$ cat src/rtl/interlock_input_bank.sv
// Interlock input bank: per-channel synchronizer + debounce, fault latching,
// first-out capture, permit generation and a saturating latch-event counter.

// One channel's front end: metastability synchronizer followed by a
// consecutive-cycle debounce filter on the synchronized level.
module interlock_input_chan #(
    parameter int SYNC_STAGES  = 2,
    parameter int DEBOUNCE_CYC = 4
) (
    input  logic clk,
    input  logic reset,
    input  logic pin,
    output logic filt
);
    localparam int CW = (DEBOUNCE_CYC < 2) ? 1 : $clog2(DEBOUNCE_CYC);

    logic [SYNC_STAGES-1:0] sync_q;
    logic [CW-1:0]          cnt;
    logic                   synced;
    logic                   differ;

    assign synced = sync_q[SYNC_STAGES-1];
    assign differ = synced ^ filt;

    // Shift the raw pin through the synchronizer chain.
    always_ff @(posedge clk or posedge reset) begin
        if (reset) sync_q <= '0;
        else       sync_q <= {sync_q[SYNC_STAGES-2:0], pin};
    end

    // Accept the new level only after DEBOUNCE_CYC consecutive differing cycles.
    always_ff @(posedge clk or posedge reset) begin
        if (reset) begin
            cnt  <= '0;
            filt <= 1'b0;
        end else if (!differ) begin
            cnt <= '0;
        end else if (cnt == CW'(DEBOUNCE_CYC - 1)) begin
            cnt  <= '0;
            filt <= synced;
        end else begin
            cnt <= cnt + 1'b1;
        end
    end
endmodule

module interlock_input_bank #(
    parameter int              N_CH         = 8,
    parameter int              SYNC_STAGES  = 2,
    parameter int              DEBOUNCE_CYC = 4,
    parameter logic [N_CH-1:0] INV_MASK     = '0,
    localparam int             IW           = (N_CH > 2) ? $clog2(N_CH) : 1
) (
    input  logic            clk,
    input  logic            reset,
    input  logic [N_CH-1:0] in_raw,
    input  logic [N_CH-1:0] ch_en,
    input  logic            clear_hold,
    input  logic            lamp_test,
    output logic [N_CH-1:0] filt_o,
    output logic [N_CH-1:0] latch_o,
    output logic [N_CH-1:0] la_o,
    output logic            permit_o,
    output logic            first_valid_o,
    output logic [IW-1:0]   first_idx_o,
    output logic [7:0]      event_cnt_o
);
    logic [N_CH-1:0] live;
    logic [N_CH-1:0] set_v;
    logic [N_CH-1:0] latch_nxt;
    logic [N_CH-1:0] newly;

    // Lowest set bit index of a channel vector (0 when empty).
    function automatic logic [IW-1:0] lowest(input logic [N_CH-1:0] v);
        logic [IW-1:0] r;
        r = '0;
        for (int i = N_CH - 1; i >= 0; i--)
            if (v[i]) r = IW'(i);
        return r;
    endfunction

    for (genvar g = 0; g < N_CH; g++) begin : g_ch
        interlock_input_chan #(
            .SYNC_STAGES (SYNC_STAGES),
            .DEBOUNCE_CYC(DEBOUNCE_CYC)
        ) u_chan (
            .clk  (clk),
            .reset(reset),
            .pin  (in_raw[g]),
            .filt (filt_o[g])
        );
    end

    // Set wins over clear; clear only releases channels whose fault is gone.
    always_comb begin
        live      = filt_o ^ INV_MASK;
        set_v     = live & ch_en;
        latch_nxt = set_v | (latch_o & ~({N_CH{clear_hold}} & ~live));
        newly     = latch_nxt & ~latch_o;
    end

    assign la_o = lamp_test ? {N_CH{1'b1}} : latch_o;

    // Latch, permit, first-out and event counter all update together so
    // permit drops on the very edge a latch sets.
    always_ff @(posedge clk or posedge reset) begin
        if (reset) begin
            latch_o       <= '0;
            permit_o      <= 1'b0;
            first_valid_o <= 1'b0;
            first_idx_o   <= '0;
            event_cnt_o   <= '0;
        end else begin
            latch_o  <= latch_nxt;
            permit_o <= ~|latch_nxt & ~|set_v;

            if (clear_hold) begin
                first_valid_o <= |latch_nxt;
                first_idx_o   <= lowest(latch_nxt);
            end else if (!first_valid_o && |newly) begin
                first_valid_o <= 1'b1;
                first_idx_o   <= lowest(newly);
            end

            if (clear_hold && ~|latch_nxt)
                event_cnt_o <= '0;
            else if (|newly && event_cnt_o != 8'd255)
                event_cnt_o <= event_cnt_o + 8'd1;
        end
    end
endmodule

$ cat config.mk
export PLATFORM = sky130hd
export DESIGN_NAME = interlock_input_bank
export DESIGN_NICKNAME = d
export VERILOG_FILES = /design/src/rtl/interlock_input_bank.sv
export SDC_FILE = /design/constraint.sdc
export NUM_CORES = 1
export LEC_CHECK = 0
export CAP_MARGIN = 10
export CORE_AREA = 4 4 82 84
export CTS_CLUSTER_DIAMETER = 30
export DETAILED_ROUTE_END_ITERATION = 10
export DIE_AREA = 0 0 86 88
export GPL_TIMING_DRIVEN = 0
export PLACE_DENSITY_LB_ADDON = 0.2
export SYNTH_ARGS = -nofsm -noshare
export SYNTH_HDL_FRONTEND = slang
export SYNTH_SLANG_ARGS = --single-unit
$ cat constraint.sdc
create_clock -name clk -period 1.95 [get_ports clk]
set_input_delay 0.4875 -clock clk [delete_from_list [all_inputs] [get_ports clk]]
set_output_delay 0.4875 -clock clk [all_outputs]
set_load 0.02 [all_outputs]
==> flow_summary_export.csv <==
group,metric,value,unit
run_status,status,"finished, final reports clean",
layout,fin_nets,330,
synthesis,ys.flop_type,"dfrtp_1",
timing,setup_viol,0,
worst_setup_path,crit_fanout,10,
layout,fillers,505,
synthesis,ys_ff_latch,61,
synthesis,yosysSeqAreaShare,56.69,%
cts,clk_path_buf_depth,2,
cts,ctsHoldBuffers,0,
drt,antenna_left,0,
worst_setup_path,critPathCaptureType,"flip-flop",
timing,fin_ws,0.04666,ns
power,p_leak,1.691,nW
power,pwr-share-seq,36.1,%
layout,drive_above_1_share,23.20,%
power,p_comb_share,43.3,%
drt,drt_iter0_drc,63,
drt,routed_wl,5347,um
power,switchingPower,2.112,mW
place,portBuffers,56,
global_route,use_met1,18.98,%
place,dp_cells,361,
synthesis,synthArstFlopShare,100.0,%
layout,multiInputGateArea,1084,sq um
place,place_ws,-0.5927,ns
power,ir_drop,759.0,uV
die,dieArea,7568,sq um
synthesis,synth_nets,258,
cts,clk_latency,0.33,ns
cts,clock-sinks,61,
layout,fin_cells,381,
place,place.gp.congestion,0.7974,
drt,drc_errors,0,
timing,worst_pin_slew,0.6566,ns
synthesis,synth.top_cells.by_count,"61 x dfrtp_1, 12 x o21ai_0, 10 x mux2_2",
timing,finalCritPeriodShare,97.61,%
timing,setup_tns,0,ns
place,hpwlAfterDp,3904,um
layout,syn2layout_area_growth,35.59,%
die,top_level_ports,57,
timing,final_hold_viol_count,0,
global_route,busiest_layer,"met2",
synthesis,synth_most_common_cell,"dfrtp_1",
worst_setup_path,worstPathArrival,2.17,ns
global_route,antenna_found_initial,0,
cts,cts_tree,"yes",
die,die_h,88,um
timing,relSlewSlack,56.13,%
synthesis,yosysTopAreaCellShare,56.69,%
die,num_rows,28,
timing,period_needed,1.903,ns
drt,via_count,1959,
synthesis,synthCells,229,
global_route,grt.total_usage,15.29,%
drt,dr.pass1.iters,5,
synthesis,yosys-top-cells-area,"dfrtp_1 57%, ha_1 4.2%, mux2_2 4.2%, o21ai_0 2.2%, buf_4 2.2%",
synthesis,synth_edf_count,0,
layout,layout.area.seq,1530,sq um
die,die_x,86,um
global_route,grt_use_met3,6.303,%
global_route,met2_usage,24.18,%
synthesis,yosys_warnings,0,
cts,cts_root_buffer,"clkbuf_8",
worst_setup_path,cp-start-kind,"primary input",
hold_path,hold_path.class,"reg2reg",
die,core,5921,sq um
timing,fmax,0.5254,GHz
power,clock_power_share,20.6,%
cts,clk_pin_slew,0.07,ns
timing,fin_skew,0.007043,ns
die,start_util,45.48,%
drt,wl_per_cell,14.03,um
worst_setup_path,critical_path_class,"in2reg",
cts,htreeDepth,3,
synthesis,syn_area,2693,sq um
synthesis,avgSynthCellArea,11.76,sq um
global_route,overflow,0,
worst_setup_path,cp.required,2.22,ns
global_route,grt_pass1_wl,8880,um
flow_run,cap_violations,0,
power,sw_frac_of_total,36.45,%
global_route,grt_max_degree,33,
drt,routed_via_density,5.142,
power,power.internal,3.682,mW
synthesis,synth_cell_type_count,47,
synthesis,yosys.area.top_type,"dfrtp_1",
power,p_total,5.794,mW
cts,cts_buffers,9,
global_route,first_global_vias,1925,
timing,maxSlewViolCount,0,
power,power_density,1587,nW/um^2
layout,n_antenna_cell,0,
==> kinds of logic after synthesis <==
| group | synth area share (%) |
|---|---|
| muxes | 4.554 |
| DFF | 56.69 |
| xor gates and xnor gates | 2.927 |
| buffers and inverters | 4.136 |
| AOI/OAI and AO/OA | 10.64 |
| adders and majority gates | 4.182 |
| and+or+nand+nor | 16.87 |
==> what timing repair did <==
item | 4_1_cts | 5_1_grt
buffers inserted | 0 | 3
gates resized for setup | 28 | 19
endpoints found under the setup margin | 27 | 15
gates cloned | 0 | 1
pin swaps | 0 | 4
==> path summary, 6_finish.rpt <==
path / startpoint / slack (ns) / end / cells after the start
setup reg to reg: latch_o[3] / 0.13 / event_cnt_o[4] / 6
hold / removal: g_ch[6].u_chan.sync_q[0] / 0.35 / g_ch[6].u_chan.sync_q[1] / 0
hold reg to reg: g_ch[6].u_chan.sync_q[0] / 0.35 / g_ch[6].u_chan.sync_q[1] / 0
max in group asynchronous: reset / 0.78 / g_ch[0].u_chan.sync_q[0] / 3
min in group asynchronous: reset / 0.61 / g_ch[4].u_chan.cnt[0] / 2
setup / recovery: ch_en[7] / 0.05 / event_cnt_o[4] / 7
==> worst max-delay path, cell delays in order <==
cell	delay, ns
clkdlybuf4s50_1	0.52
nand3b_1	0.13
o2111a_2	0.19
a31o_4	0.25
buf_6	0.14
or3_1	0.32
a21oi_2	0.14
==> flip-flops by register name (all words and copies together) (netlist names) <==
register / flops
first_valid_o: 1
g_ch.u_chan.cnt: 16
g_ch.u_chan.sync_q: 16
event_cnt_o: 8
permit_o: 1
first_idx_o: 3
g_ch.u_chan.filt: 8
latch_o: 8
==> final cells by class <==
class | count | share of cell area (%)
flip-flops and latches | 61 | 41.91
multi-input cells | 149 | 29.68
inverters | 8 | 0.9253
clock inverters | 7 | 2.467
clock buffers | 9 | 3.393
well taps | 75 | 2.570
plain buffers | 11 | 2.365
repair buffers | 61 | 16.69
==> power by group through the flow <==
stage | sequential (mW) | combinational, mW | clock, mW
after floorplan | 2.21 | 1.47 | 0
after global placement | 2.08 | 2.51 | 0
after detailed placement | 2.10 | 2.56 | 0
after global routing | 2.17 | 2.76 | 1.29
after CTS | 2.09 | 2.49 | 1.23
final | 2.09 | 2.51 | 1.19
==> per-stage QoR <==
stage	utilization, %	hold WS, ns	cell area [sq um]
floorplan	-	0.3312	2696
global placement	56.59	0.3318	3351
detailed placement	56.93	0.3347	3371
CTS	60.44	0.3519	3578
global route	61.67	0.3553	3651
finish	61.67	0.3499	3651
==> metal layers <==
layer / part of all wire [%] / up-vias
met2: 49 / 44
met1: 44 / 961
li1: - / 946
met4: 1.7 / 0
met3: 5.2 / 8
met5: 0 / -
==> cell usage in the layout, fill, tap and decap left out, drive strengths merged, types with 2 or more instances in the layout <==
| master | instances |
|---|---|
| a21oi | 10 |
| and2 | 5 |
| and3 | 2 |
| buf | 16 |
| bufinv | 2 |
| clkbuf | 9 |
| clkdlybuf4s50 | 29 |
| clkinv | 3 |
| clkinvlp | 3 |
| dfrtp | 61 |
| dlygate4sd2 | 18 |
| dlymetal6s2s | 8 |
| ha | 9 |
| inv | 7 |
| mux2 | 10 |
| nand2 | 10 |
| nand2b | 5 |
| nand3 | 2 |
| nand3b | 7 |
| nand4 | 5 |
| nor2 | 7 |
| nor2b | 9 |
| nor3 | 6 |
| nor3b | 3 |
| o211ai | 3 |
| o21ai | 13 |
| o22ai | 2 |
| or2 | 8 |
| or3 | 6 |
| xnor2 | 5 |
| xor2 | 4 |
(Power assumes the default switching activity.)
